$ cat config.mk
export PLATFORM = sky130hd
export DESIGN_NAME = level_3_gen
export DESIGN_NICKNAME = d
export VERILOG_FILES = /design/src/rtl/level_3_gen_pkg.sv /design/src/rtl/level_3_gen_merge_sel.sv /design/src/rtl/level_3_gen.sv
export SDC_FILE = /design/constraint.sdc
export NUM_CORES = 1
export LEC_CHECK = 0
export CELL_PAD_IN_SITES_DETAIL_PLACEMENT = 0
export CELL_PAD_IN_SITES_GLOBAL_PLACEMENT = 1
export CORE_UTILIZATION = 53
export DETAILED_ROUTE_END_ITERATION = 16
export DONT_BUFFER_PORTS = 1
export PLACE_DENSITY_LB_ADDON = 0.1
export SYNTH_ARGS = -nofsm -noshare
export SYNTH_HDL_FRONTEND = slang
export SYNTH_SLANG_ARGS = --single-unit
$ cat constraint.sdc
create_clock -name clk -period 9.45 [get_ports clk]
set_input_delay 1.89 -clock clk [delete_from_list [all_inputs] [get_ports clk]]
set_output_delay 1.89 -clock clk [all_outputs]
set_load 0.005 [all_outputs]
$ cat src/rtl/level_3_gen_pkg.sv
// level_pkg: shared types and constants for the level_3_gen merge stage
// and the merge_sel selector.
//   state_t    : merge FSM states (2-bit encoding)
//   GROUP_IN   : elements per sorted input group
//   GROUP_OUT  : elements per merged output vector
//   CNT_W      : width of the output element counter
//   SRC_CNT_W  : width of the per-group consumed-element counters (0..GROUP_IN)
package level_pkg;

  localparam int unsigned GROUP_IN  = 4;
  localparam int unsigned GROUP_OUT = 8;
  localparam int unsigned CNT_W     = 3;
  localparam int unsigned SRC_CNT_W = 3;

  typedef enum logic [1:0] {
    IDLE  = 2'd0,
    WAIT2 = 2'd1,
    MERGE = 2'd2
  } state_t;

endpackage

$ cat src/rtl/level_3_gen_merge_sel.sv
// merge_sel: combinational two-way merge selector.
// Picks the larger of the two group heads, honouring exhaustion counts.
// Ties go to B so ordering matches the upstream level.
//   head_a, head_b : current top elements of groups A and B
//   cnt_a, cnt_b   : elements already consumed from each group
//   sel_a          : 1 when A supplies this output element
//   sel_data       : the selected element
module merge_sel
  import level_pkg::*;
#(
  parameter int unsigned DATA_WIDTH = 8
) (
  input  logic [DATA_WIDTH-1:0] head_a,
  input  logic [DATA_WIDTH-1:0] head_b,
  input  logic [SRC_CNT_W-1:0]  cnt_a,
  input  logic [SRC_CNT_W-1:0]  cnt_b,
  output logic                  sel_a,
  output logic [DATA_WIDTH-1:0] sel_data
);

  localparam logic [SRC_CNT_W-1:0] FULL = SRC_CNT_W'(GROUP_IN);

  logic a_left;
  logic b_done;

  always_comb begin
    a_left   = (cnt_a < FULL);
    b_done   = (cnt_b == FULL);
    // Exhaustion is tracked by count, never by value: 0 is a legal element.
    sel_a    = a_left && (b_done || (head_a > head_b));
    sel_data = sel_a ? head_a : head_b;
  end

endmodule

$ cat src/rtl/level_3_gen.sv
// level_3_gen: merges two consecutive descending-sorted 4-element groups
// into one descending-sorted 8-element vector, one element per cycle.
//   clk    : system clock, rising edge
//   rst    : asynchronous active-high reset
//   idata  : sorted group, largest element in the MSB slice
//   ivalid : idata valid this cycle
//   iready : high when a group can be accepted (IDLE or WAIT2)
//   odata  : merged result, largest element in the MSB slice
//   ovalid : one-cycle pulse when odata is complete
module level_3_gen
  import level_pkg::*;
#(
  parameter int unsigned DATA_WIDTH = 8
) (
  input  logic                            clk,
  input  logic                            rst,
  input  logic [GROUP_IN*DATA_WIDTH-1:0]  idata,
  input  logic                            ivalid,
  output logic                            iready,
  output logic [GROUP_OUT*DATA_WIDTH-1:0] odata,
  output logic                            ovalid
);

  localparam int unsigned IN_W  = GROUP_IN * DATA_WIDTH;
  localparam int unsigned OUT_W = GROUP_OUT * DATA_WIDTH;
  localparam logic [CNT_W-1:0] LAST = CNT_W'(GROUP_OUT - 1);

  state_t                state;
  logic [IN_W-1:0]       buf_a;
  logic [IN_W-1:0]       buf_b;
  logic [SRC_CNT_W-1:0]  cnt_a;
  logic [SRC_CNT_W-1:0]  cnt_b;
  logic [CNT_W-1:0]      cnt;
  logic                  sel_a;
  logic [DATA_WIDTH-1:0] sel_data;

  merge_sel #(
    .DATA_WIDTH(DATA_WIDTH)
  ) u_merge_sel (
    .head_a  (buf_a[IN_W-1 -: DATA_WIDTH]),
    .head_b  (buf_b[IN_W-1 -: DATA_WIDTH]),
    .cnt_a   (cnt_a),
    .cnt_b   (cnt_b),
    .sel_a   (sel_a),
    .sel_data(sel_data)
  );

  assign iready = (state != MERGE);

  always_ff @(posedge clk or posedge rst) begin
    if (rst) begin
      state  <= IDLE;
      buf_a  <= '0;
      buf_b  <= '0;
      cnt_a  <= '0;
      cnt_b  <= '0;
      cnt    <= '0;
      odata  <= '0;
      ovalid <= 1'b0;
    end else begin
      ovalid <= 1'b0;
      unique case (state)
        IDLE: begin
          if (ivalid) begin
            buf_a <= idata;
            state <= WAIT2;
          end
        end
        WAIT2: begin
          if (ivalid) begin
            buf_b <= idata;
            cnt   <= '0;
            cnt_a <= '0;
            cnt_b <= '0;
            state <= MERGE;
          end
        end
        MERGE: begin
          // Shift the winner in at the LSB so the first (largest) pick ends up in the MSB slice.
          odata <= {odata[OUT_W-DATA_WIDTH-1:0], sel_data};
          if (sel_a) begin
            buf_a <= {buf_a[IN_W-DATA_WIDTH-1:0], {DATA_WIDTH{1'b0}}};
            cnt_a <= cnt_a + 1'b1;
          end else begin
            buf_b <= {buf_b[IN_W-DATA_WIDTH-1:0], {DATA_WIDTH{1'b0}}};
            cnt_b <= cnt_b + 1'b1;
          end
          cnt <= cnt + 1'b1;
          if (cnt == LAST) begin
            ovalid <= 1'b1;
            state  <= IDLE;
          end
        end
        default: state <= IDLE;
      endcase
    end
  end

endmodule

==> impl_results.md, run 1 <==
* Run status: completed
* HP Class: reg -> reg
* Register-to-register setup slack at 6.34 ns
* DP Worst Slack at 6.04 ns
* DR vias/cell at around 5.7
* Top cells by area, synth: dfrtp_1 58%, nand2_1 13%, o221a_2 7.2%, nand2b_1 4.9%, ha_1 2.7%
* Worst endpoint data arrival time at 3.40 ns
* Drt drc at 0
* Worst r2r src: buf_a[31]$_DFFE_PP0P_
* Core Area at 11000 sq um
* Min-Delay Path Depth at 1
* Mapped cell area at 6070 sq um
* Crit-path cells: ha_1 -> nand2_1 -> o21a_1 -> o31ai_1 -> or2_1 -> mux2_2
* Grt ovf at 0
* DPL Wire Length at 9.05 mm
* Synth Net Count at 643
* FILL cells at 921
* Via count of the first global-routing pass at 4322
* Synth top area share at 57.7%
* WHS Endpoint: cnt_a[0]$_DFFE_PP0P_
* Worst slew margin at between 10 and 15%
* PwrDens at ~380 nW/um^2
* Initial antenna violation count at 0
* Synth Area per Inst at 10.2 sq um
* Clock latency on the worst-skew pair at 0.41 ns
* YS warnings at 0
* Yosys reg bits at 140
* First DRT Iteration DRCs at 354
* Critical path capture point type: flip-flop
* Critical path class: reg -> reg
* Synth area leader: dfrtp_1
* GPL Wtd Cong at 0.817
* Die Y at 109 um
* Via count at 4234
* Post-CTS resize count at 0
* GRT Total Usage at roughly a quarter
* Crit-path max FO at 34
* Clock transition at path regs at ~0.06 ns
* Required time of the critical path at 9.74 ns
* CTS Root Cell: clkbuf_16
* Lkg Pwr at around 0.0032 uW
* Reg2Reg Depth at 6
* Multi-input logic area at 2350 sq um
* Syn Inst Count at 595
* Row cnt at 38
* Bufs on Longest Clock Path at 2
* Max-Cap Viols at 0
* Final Setup Violations at 0
* Synth-to-Final Area Change at 11.1%
* CTS Buf Count at 17
* Fin cells at 738
* Die ar. at 11900 sq um
* Fmax at 322 MHz
* Pin count of the biggest net entering global routing at 85
* Drt total wl at around 14 mm
* Period utilization at 32.9%
* Setup TNS at 0 ns
* First-pass DRT Iterations at 4
* Placed insts at 707
* Final Hold Fails at 0
* Peak VDD IR at 0.000214 V
* Starting Density at 55.3%
* Share of post-route cells with drive strength above 1 at approximately 15%
* Post-route ant nets at 0
* Crit path launch type: flip-flop
* CTS tree: built
* Ys async rst share at 100%
* RSZ-0062 raised after global routing: false
* Post-CTS Hold Fix Bufs at 0
* Tightest Pin Transition at 1.29 ns
* I/O pin total at 101
* Primary FF master, synth: dfrtp_1
* WL/cell at 18.8 um
* R2R Path End: cnt_b[1]$_DFFE_PP0P_
* Minimum clock period at 3.11 ns
* Sequential area share after synthesis at around 58%
* Slowest-stage cell, CP: or2_1
* Total setup buffers inserted after CTS at 0
* FF+latch area at 3500 sq um
* Port buffer count at 0
* Max-slew violations at 0
* CTS Sinks at 140
* Number of synthesized flops with an enable pin at 0
* # nets final at ~630
* Clock Skew at 0.00748 ns
* First-pass GRT wire length at approximately 23 mm
* Crit path largest cell delay at 1.03 ns
* H-tree depth at 4
* Die extent in x at around 110 um
* Ant. Diodes at 0
* Worst Hold Launch: cnt_a[0]$_DFFE_PP0P_
* Setup ws final at approximately 6.3 ns
* Distinct cells, synth at 44
## logic make-up after synthesis
group,synth area share [%]
mux,0.680
simple gates,20.7
fa+ha+maj,2.68
compound gates,14.1
buf+inv,4.04
xor+xnor,0.144
flops,57.7
## layout by cell type (no fill, tap or decap), types with 4 or more instances in the layout
cell type,netlist,layout
o221ai_1,8,8
o21ai_0,20,20
buf_4,3,6
clkbuf_16,0,17
nor2_1,6,6
inv_6,0,4
o221a_1,9,9
ha_1,13,13
nand2b_1,48,48
a21oi_1,4,4
dfrtp_1,140,140
nand2_1,218,218
o221a_2,39,39
inv_1,19,18
## flip-flops by register name, summed over array words and instances, names as in the netlist
| name | count |
|---|---|
| odata | 64 |
| buf_a | 32 |
| buf_b | 32 |
| cnt | 3 |
| cnt_a | 3 |
| cnt_b | 3 |
| state | 2 |
| ovalid | 1 |
## synth_stat cells (3+ instances only)
cell type and number:
nand2_1 218, dfrtp_1 140, nand2b_1 48, o221a_2 39
clkbuf_1 20, o21ai_0 20, inv_1 19, ha_1 13
o221a_1 9, o221ai_1 8, buf_2 7, nor2_1 6
a21oi_1 4, buf_4 3, buf_6 3, mux2i_1 3
nand3_1 3
## critical path, delay by kind of cell (launching register included)
family	cells	cell delay (ns)
compound gates	2	0.67
fa+ha+maj	1	0.34
flops	1	0.42
mux	1	0.43
simple gates	2	1.12
## power breakdown
part	switching, uW	internal, uW	total, uW
clock	252	415	667
sequential	220	858	1080
combinational	473	354	826
total	945	1630	2570
## area by class of cell
cell class                      instances  share of cell area [%]
Sequential cell                       140                    51.9
Multi-Input combinational cell        401                    34.8
Clock buffer                           18                    6.36
Tap cell                              140                    2.60
Clock inverter                         13                    2.45
Inverter                               20                    1.19
Timing Repair Buffer                    6                   0.668
## how the worst max path moves through the flow
stage / startpoint / end / slack [ns] / depth (start not counted)
4_1_cts: buf_a[31]$_DFFE_PP0P_ / cnt_b[1]$_DFFE_PP0P_ / 6.34 / 6
5_1_grt: buf_b[25]$_DFFE_PP0P_ / cnt_b[1]$_DFFE_PP0P_ / 6.15 / 7
3_3_place_gp: ivalid / buf_a[28]$_DFFE_PP0P_ / 6.09 / 4
2_1_floorplan: rst / buf_a[0]$_DFFE_PP0P_ / 3.81 / 1
3_5_place_dp: ivalid / buf_a[13]$_DFFE_PP0P_ / 6.04 / 4
6_report: buf_a[31]$_DFFE_PP0P_ / cnt_b[1]$_DFFE_PP0P_ / 6.34 / 6
## layer usage
metal	wire [um]	up-vias	global-route usage, %
li1	-	2001	-
met1	5790	2095	32.6
met2	6820	132	40.0
met3	1170	6	8.49
met4	70	0	11.2
met5	0	-	0
## metrics by stage
| stage | hold WS, ns | util (%) | area, sq um | power [uW] |
|---|---|---|---|---|
| final | 0.485 | 61.4 | 6750 | 2570 |
| after global routing | 0.525 | 61.4 | 6750 | 2760 |
| after CTS | 0.495 | 61.4 | 6750 | 2590 |
| after detailed placement | 0.487 | 56.0 | 6150 | 1920 |
| after global placement | 0.478 | 56.0 | 6150 | 1880 |
| after floorplan | 0.452 | - | 6070 | 1690 |
Power figures use the tool's default switching activity.
==> run 2, diff against run 1 <==
- CORE_UTILIZATION: 53 -> 49
- clock period: 9.45 -> 3.25 ns (I/O delays scaled with it)
==> impl_results.md, run 2 (same netlist as run 1, synthesis figures left out) <==
* Critical path class: reg -> out (was reg -> reg)
* Drt drc at 0 (unchanged)
* Core Area at 12100 sq um (was 11000 sq um)
* H-tree depth at 4 (unchanged)
* Post-CTS resize count at 0 (unchanged)
* Worst slew margin at 45.3% (was 14.3%)
* Grt ovf at 0 (unchanged)
* Initial antenna violation count at 0 (unchanged)
* Bufs on Longest Clock Path at 2 (unchanged)
* CTS Sinks at 140 (unchanged)
* CP most frequent cell: buf_4
* Commonest non-fill, non-tap cell in the layout: nand2_1 (unchanged)
* Die Y at 113 um (was 109 um)
* PwrDens at 1080 nW/um^2 (was 381 nW/um^2)
* Tightest Pin Transition at 0.819 ns (was 1.29 ns)
* Placed insts at 741 (was 707)
* First-pass GRT wire length at 23.3 mm (was 22.7 mm)
* Lkg Pwr at 0.00323 uW (about the same)
* Register-to-register setup slack at 0.81 ns (was 6.34 ns)
* Post-route ant nets at 0 (unchanged)
* Fin cells at 770 (was 738)
* DR vias/cell at 5.47 (was 5.74)
* Starting Density at 50.4% (was 55.3%)
* Drt total wl at 14.1 mm (was 13.8 mm)
* Most frequent cells in the layout: 218 x nand2_1, 140 x dfrtp_1, 48 x nand2b_1, 39 x o221a_2, 20 x o21ai_0 (unchanged)
* Crit-path max FO at 70 (was 34)
* Clock transition at path regs at 0.06 ns (about the same)
* Via count at 4212 (was 4234)
* Critical path capture point type: output port (was flip-flop)
* CTS Buf Count at 17 (unchanged)
* DPL Wire Length at 9.28 mm (was 9.05 mm)
* FILL cells at 1037 (was 921)
* Required time of the critical path at 2.60 ns (was 9.74 ns)
* Worst path bufs/invs at 3 (was 0)
* FF+latch area at 3500 sq um (unchanged)
* Share of post-route cells with drive strength above 1 at 14.5% (was 14.7%)
* Pin count of the biggest net entering global routing at 87 (was 85)
* I/O pin total at 101 (unchanged)
* Fmax at about 400 MHz
* Total setup buffers inserted after CTS at 0 (unchanged)
* Top flop regs: odata: 64 flops, buf_a: 32 flops, buf_b: 32 flops (unchanged)
* Die extent in x at 113 um (was 109 um)
* HP Class: in -> async (was reg -> reg)
* Crit path launch type: flip-flop (unchanged)
* WL/cell at 18.4 um (was 18.8 um)
* Multi-input logic area at 2340 sq um (was 2350 sq um)
* Period utilization at 79.1%
* First DRT Iteration DRCs at 280 (was 354)
* # nets final at 640 (was 634)
* Clock latency on the worst-skew pair at 0.42 ns (was 0.41 ns)
* Max reg flops at 64 (unchanged)
* Via count of the first global-routing pass at 4367 (was 4322)
* Peak VDD IR at 0.000454 V (was 0.000214 V)
* Biggest register: odata (unchanged)
* Ant. Diodes at 0 (unchanged)
* CTS Root Cell: clkbuf_16 (unchanged)
* Port buffer count at 0 (unchanged)
* Max-slew violations at 0 (unchanged)
* Final Hold Fails at 0 (unchanged)
* Post-CTS Hold Fix Bufs at 0 (unchanged)
* GRT Total Usage at 24.1% (was 25.7%)
* Clock Skew at 0.0119 ns (was 0.00748 ns)
* CTS tree: built (unchanged)
* Setup TNS at 0 ns (unchanged)
* Largest delay share family, worst path: buffers and inverters (was simple AND/OR/NAND/NOR gates)
* Slowest-stage cell, CP: buf_4 (was or2_1)
* Die ar. at 12800 sq um (was 11900 sq um)
* Row cnt at 40 (was 38)
* First-pass DRT Iterations at 4 (unchanged)
* Max-Cap Viols at 0 (unchanged)
* Crit path largest cell delay at 0.57 ns (was 1.03 ns)
* Final Setup Violations at 0 (unchanged)
* Run status: completed (unchanged)
* Worst endpoint data arrival time at 1.92 ns (was 3.40 ns)
* Synth-to-Final Area Change at 11.7% (was 11.1%)
* Minimum clock period at 2.57 ns
* Crit-path cells: nor2b_4 -> buf_4 -> inv_2 -> buf_4 (was ha_1 -> nand2_1 -> o21a_1 -> o31ai_1 -> or2_1 -> mux2_2)
* RSZ-0062 raised after global routing: false (unchanged)
* GPL Wtd Cong at 0.814 (was 0.817)
run 2: cell count changes in the layout (fill, tap and decap cells not counted), moves of 2 or more:
| cell | before | now |
|---|---|---|
| buf_4 | 6 | 11 |
| bufinv_16 | 3 | 1 |
| clkbuf_1 | 1 | 6 |
| clkbuf_8 | 0 | 5 |
| clkinv_2 | 3 | 0 |
| clkinv_4 | 3 | 0 |
| inv_6 | 4 | 0 |
run 2: worst paths after layout:
check	start	to	cells after the start
setup / recovery	state[1]$_DFFE_PP0P_	iready	4
hold / removal	rst	buf_b[19]$_DFFE_PP0P_	2
setup reg to reg	buf_b[31]$_DFFE_PP0P_	odata[7]$_DFFE_PP0P_	8
hold reg to reg	odata[56]$_DFFE_PP0P_	odata[56]$_DFFE_PP0P_	2
max in group asynchronous	rst	odata[29]$_DFFE_PP0P_	2
min in group clk	idata[0]	buf_b[0]$_DFFE_PP0P_	2
run 2: layout make-up:
cell class	instances	area share (%)
clock buffers	28	7.62
flip-flops and latches	140	51.6
repair buffers	12	1.51
multi-input cells	401	34.5
clock inverters	1	0.443
inverters	20	1.16
well taps	168	3.10
run 2: where the power goes:
group | switching [uW] | internal, uW | leakage [uW] | total (uW)
logic | 1380 | 1060 | 0.00123 | 2440
clock network | 655 | 1140 | 0.000267 | 1800
registers | 631 | 2500 | 0.00174 | 3130
total | 2660 | 4700 | 0.00323 | 7360
run 2: per-layer routing:
layer / routed length, um / share of wire (%) / track usage, % / up-vias
met5: 0 / 0 / 0 / -
met4: 184 / 1.3 / 8.68 / 0
met3: 1010 / 7.2 / 8.14 / 12
met2: 6930 / 49 / 39.1 / 130
met1: 6020 / 43 / 30.0 / 2061
li1: - / - / - / 2009
run 2: through the flow:
step           utilization, %  hold slack (ns)  area (sq um)  total power (uW)  setup WS [ns]
4_1_cts                  56.2            0.264          6780              7440          0.667
3_3_place_gp             51.7            0.484          6240              5530          0.881
3_5_place_dp             51.7            0.493          6240              5610          0.840
2_1_floorplan               -            0.452          6080              4920          0.851
5_1_grt                  56.2            0.259          6780              7910          0.543
6_report                 56.2            0.213          6780              7360          0.678
==> run 3, diff against run 2 <==
- CORE_UTILIZATION: 49 -> 44
- clock period: 3.25 -> 2.35 ns (I/O delays scaled with it)
==> impl_results.md, run 3 (same netlist as run 1, synthesis figures left out) <==
* Core Area at 13300 sq um (was 12100 sq um)
* Die ar. at 14300 sq um (was 12800 sq um)
* Max-slew violations at 0 (unchanged)
* Commonest non-fill, non-tap cell in the layout: nand2_1 (unchanged)
* Worst endpoint data arrival time at 2.57 ns (was 1.92 ns)
* Grt ovf at 0 (unchanged)
* Ant. Diodes at 0 (unchanged)
* Peak VDD IR at 0.000532 V (was 0.000454 V)
* Lkg Pwr at 0.00330 uW (was 0.00323 uW)
* CTS Buf Count at 17 (unchanged)
* Synth-to-Final Area Change at 14.3% (was 11.7%)
* Top flop regs: odata: 64 flops, buf_a: 32 flops, buf_b: 32 flops (unchanged)
* Period utilization at 94.5%
* Final Hold Fails at 0 (unchanged)
* First-pass DRT Iterations at 4 (unchanged)
* Met1 track demand over resource at 27.5% (was 30.0%)
* Max-Cap Viols at 0 (unchanged)
* Worst slew margin at 46.2% (was 45.3%)
* # nets final at 643 (was 640)
* Via count at 4289 (was 4212)
* DR vias/cell at 5.47 (about the same)
* Top Usage Layer GRT: met2 (unchanged)
* FILL cells at 1253 (was 1037)
* Critical path capture point type: flip-flop (was output port)
* Post-route ant nets at 0 (unchanged)
* Fin cells at 784 (was 770)
* Crit path largest cell delay at 0.42 ns (was 0.57 ns)
* Met3 Usage GRT at 7.03% (was 8.14%)
* Fmax at 450 MHz
* Via count of the first global-routing pass at 4425 (was 4367)
* Final Setup Violations at 0 (unchanged)
* GPL Wtd Cong at 0.787 (was 0.814)
* CTS Root Cell: clkbuf_16 (unchanged)
* Minimum clock period at 2.22 ns
* Biggest register: odata (unchanged)
* GRT Total Usage at 21.7% (was 24.1%)
* Met2 usage at 34.2% (was 39.1%)
* First DRT Iteration DRCs at 352 (was 280)
* Drt total wl at 14.2 mm (was 14.1 mm)
* Most frequent cells in the layout: 218 x nand2_1, 140 x dfrtp_1, 48 x nand2b_1, 39 x o221a_2, 20 x o21ai_0 (unchanged)
* Die extent in x at 120 um (was 113 um)
* PwrDens at 1530 nW/um^2 (was 1080 nW/um^2)
* Worst path bufs/invs at 1 (was 3)
* Clock transition at path regs at 0.06 ns (about the same)
* Drt drc at 0 (unchanged)
* First-pass GRT wire length at 23.9 mm (was 23.3 mm)
* Crit path launch type: flip-flop (unchanged)
* Die Y at 120 um (was 113 um)
* Bufs on Longest Clock Path at 2 (unchanged)
* DPL Wire Length at 9.35 mm (was 9.28 mm)
* Required time of the critical path at 2.70 ns (was 2.60 ns)
* Share of post-route cells with drive strength above 1 at 16.0% (was 14.5%)
* Largest delay share family, worst path: compound AO/OA/AOI/OAI gates (was buffers and inverters)
* Crit-path cells: ha_1 -> nand4_1 -> nor3_4 -> buf_4 -> o41ai_1 -> a21o_4 -> o221a_2 (was nor2b_4 -> buf_4 -> inv_2 -> buf_4)
* Critical path class: reg -> reg (was reg -> out)
* Max reg flops at 64 (unchanged)
* HP Class: in -> async (unchanged)
* Starting Density at 45.5% (was 50.4%)
* I/O pin total at 101 (unchanged)
* H-tree depth at 4 (unchanged)
* CTS tree: built (unchanged)
* Tightest Pin Transition at 0.808 ns (was 0.819 ns)
* Clock Skew at 0.00551 ns (was 0.0119 ns)
* Crit-path max FO at 24 (was 70)
* Run status: completed (unchanged)
* Placed insts at 751 (was 741)
* Final core utilization at 52.0% (was 56.2%)
* CTS Sinks at 140 (unchanged)
* Row cnt at 42 (was 40)
* Initial antenna violation count at 0 (unchanged)
* Slowest-stage cell, CP: dfrtp_1 (was buf_4)
* Pin count of the biggest net entering global routing at 141 (was 87)
* Port buffer count at 0 (unchanged)
* Clock latency on the worst-skew pair at 0.41 ns (was 0.42 ns)
* WL/cell at 18.1 um (was 18.4 um)
[run 3: worst paths after layout]
kind                                       start  slack [ns]  depth (start not counted)                    end
setup / recovery           buf_a[27]$_DFFE_PP0P_        0.13                          7  buf_a[10]$_DFFE_PP0P_
hold / removal                               rst        0.09                          2  odata[49]$_DFFE_PP0P_
setup reg to reg           buf_a[27]$_DFFE_PP0P_        0.13                          7  buf_a[10]$_DFFE_PP0P_
hold reg to reg             cnt_a[0]$_DFFE_PP0P_        0.49                          1   cnt_a[0]$_DFFE_PP0P_
max in group asynchronous                    rst        1.60                          2   buf_b[8]$_DFFE_PP0P_
min in group clk                        idata[5]        0.17                          2   buf_a[5]$_DFFE_PP0P_
[run 3: area by class of cell]
type | instances | area (sq um) | area share [%]
sequential | 140 | 3500 | 50.5
multi-input combinational | 401 | 2370 | 34.2
clock buffer | 25 | 485 | 6.99
tap | 176 | 220 | 3.17
timing repair buffer | 15 | 145 | 2.09
clock inverter | 7 | 135 | 1.95
inverter | 20 | 78.8 | 1.14
[run 3: metrics by stage]
| step | setup TNS (ns) | hold WS [ns] | setup slack (ns) | cell area [sq um] | power [uW] |
|---|---|---|---|---|---|
| after floorplan | 0 | 0.452 | 0.131 | 6080 | 6800 |
| after global placement | 0 | 0.469 | 0.0861 | 6270 | 7710 |
| after detailed placement | 0 | 0.484 | 0.0580 | 6270 | 7830 |
| after CTS | 0 | 0.155 | 0.0431 | 6900 | 10700 |
| after global routing | -0.0194 | 0.172 | -0.0116 | 6940 | 11400 |
| final | 0 | 0.0907 | 0.130 | 6940 | 10600 |
[run 3: report_power, final]
group / total, uW / internal (uW) / switching (uW)
Clock: 2800 / 1860 / 945
Sequential: 4320 / 3450 / 874
Combinational: 3500 / 1560 / 1940
[run 3: layer usage]
| metal | vias up | wire length (um) | share of wire, % |
|---|---|---|---|
| li1 | 2018 | - | - |
| met1 | 2123 | 6080 | 43 |
| met2 | 125 | 6760 | 48 |
| met3 | 23 | 1070 | 7.5 |
| met4 | 0 | 283 | 2.0 |
| met5 | - | 0 | 0 |
[run 3: timing repair]
| item | 4_1_cts | 5_1_grt |
|---|---|---|
| gates resized for setup | 0 | 7 |
| hold buffers | 0 | 0 |
| buffers inserted | 0 | 1 |
| endpoints found under the hold margin | 0 | 0 |
| endpoints found under the setup margin | 0 | 53 |
==> patch, RTL diff (config.mk and constraints of run 2) <==
`DATA_WIDTH` is set to 8 in 2 places; all go to 6.
--- a/src/rtl/level_3_gen_merge_sel.sv
+++ b/src/rtl/level_3_gen_merge_sel.sv
@@ -10,3 +10,3 @@
 #(
-  parameter int unsigned DATA_WIDTH = 8
+  parameter int unsigned DATA_WIDTH = 6
 ) (
--- a/src/rtl/level_3_gen.sv
+++ b/src/rtl/level_3_gen.sv
@@ -12,3 +12,3 @@
 #(
-  parameter int unsigned DATA_WIDTH = 8
+  parameter int unsigned DATA_WIDTH = 6
 ) (
Interface: changed (resized idata and odata); port bits go from 101 to 77. No check against the original RTL was run, so the function may have changed too.
==> patch against run 2 <==
Setup slack better by 130 ps. Critical path type is now reg -> reg. Largest power group unchanged. Routed wire length is 33% lower. Critical endpoint is now buf_b[20]. First-iteration DRC count is 68% lower. Via count is 27% lower. Synthesized cell count is 25% lower. Total power is 30% lower. Fmax is 5.2% higher. Area after synthesis is 23% lower. Sequential cell count is 32 lower. Cell count is 26% lower. Final area is 26% lower. Clock skew is 2.1 ps lower.
==> patch: results (changes against run 2) <==
Outcome -> finished clean (unchanged)
Routed wirelength normalized by instance count -> 16.57 um (was 18.36 um)
Cell count after synthesis -> 447 (was 595)
Layout net count -> 478 (was 640)
Power in combinational cells -> 1.98 mW (was 2.44 mW)
Count of routing violations after the opening detailed-route iteration -> 91 (was 280)
Peak supply drop -> 0.0003841 V (was 0.0004544 V)
DP Wirelength -> 6120 um (was 9275 um)
Placer's final routability congestion estimate -> 0.7512 (was 0.8140)
Post-synth net total -> 485 (was 643)
Number of library cell types mapped by synthesis -> 39 (was 44)
Per-cell via count in the routed design -> 5.379 (was 5.470)
Power consumed by the clock network -> 0.751 mW (was 1.80 mW)
Buffer cell driving the clock tree root -> sky130_fd_sc_hd__clkbuf_8 (was sky130_fd_sc_hd__clkbuf_16)
Cell count of the worst reg-to-reg path -> 7 (was 8)
TritonCTS buffer count -> 9 (was 17)
Registers with the most flip-flops -> odata (48), buf_a (24), buf_b (24) (was odata (64), buf_a (32), buf_b (32))
GRT Total Usage -> 20.74% (was 24.07%)
Top fanout value on the critical path -> 20 (was 70)
Maximum clock skew at final layout -> 9.819 ps (was 11.93 ps)
Placed cell count -> 558 (was 741)
Cell types with the largest area share after synthesis -> sky130_fd_sc_hd__dfrtp_1, sky130_fd_sc_hd__nand2_1, sky130_fd_sc_hd__o221a_1 (was sky130_fd_sc_hd__dfrtp_1, sky130_fd_sc_hd__nand2_1, sky130_fd_sc_hd__o221a_2)
Master of the slowest instance on the critical path -> sky130_fd_sc_hd__dfrtp_1 (was sky130_fd_sc_hd__buf_4)
Most used standard cells in the synthesized netlist -> sky130_fd_sc_hd__nand2_1, sky130_fd_sc_hd__dfrtp_1, sky130_fd_sc_hd__nand2b_1, sky130_fd_sc_hd__o221a_1, sky130_fd_sc_hd__clkbuf_1 (was sky130_fd_sc_hd__nand2_1, sky130_fd_sc_hd__dfrtp_1, sky130_fd_sc_hd__nand2b_1, sky130_fd_sc_hd__o221a_2)
Longest individual stage delay on the worst path -> 410 ps (was 570 ps)
patch: cell count changes after synthesis, sizes merged, moves of 4 or more:
cell	run 2	this run
a21oi	4	10
a22o	0	7
buf	14	8
dfrtp	140	108
inv	20	12
mux2i	3	7
nand2	218	148
nand2b	48	36
o21ai	21	12
o221a	48	36
o221ai	8	0
patch: metrics by stage:
step | hold slack [ps] | setup WS [ps] | area (sq um)
floorplan | 451.6 | 1110 | 4700
global placement | 479.4 | 833.5 | 4815
detailed placement | 484.8 | 800.2 | 4815
CTS | 334.0 | 785.5 | 4991
global route | 362.6 | 651.9 | 4991
finish | 303.8 | 803.8 | 4991
patch: area by class of cell:
cell class                      instances  area, sq um
Fill cell                             838         4249
Sequential cell                       108         2703
Multi-Input combinational cell        302         1837
Tap cell                              129        161.4
Clock buffer                           10        137.6
Timing Repair Buffer                    7        65.06
Inverter                               12        48.80
Clock inverter                          5        38.79
patch: kinds of logic (layout without fill, tap and decap cells):
logic type      count (synthesis)  in the layout  synth area share (%)
fa+ha+maj                      11             11                 2.931
compound gates                 72             72                 14.10
mux                             8              8                 1.732
flops                         108            108                 57.55
xor+xnor                        1              1                0.1866
buf+inv                        37             34                 3.597
simple gates                  210            210                 19.90
patch: routing by layer:
layer | share of wire, % | global-route usage, % | vias to the layer above
met4 | 1.7 | 8.484 | 0
met5 | 0 | 0 | -
met3 | 7.5 | 5.989 | 11
met1 | 45 | 26.70 | 1490
met2 | 46 | 33.00 | 79
li1 | - | - | 1502
patch: worst paths after layout:
path	from	end	slack, ps
worst max register to register	buf_a[23]	buf_b[20]	800
worst min-delay path	rst	buf_a[0]	300
max in group asynchronous	rst	odata[28]	2520
min in group clk	idata[5]	buf_a[5]	390
worst max-delay path	buf_a[23]	buf_b[20]	800
worst min register to register	cnt_a[0]	cnt_a[0]	500
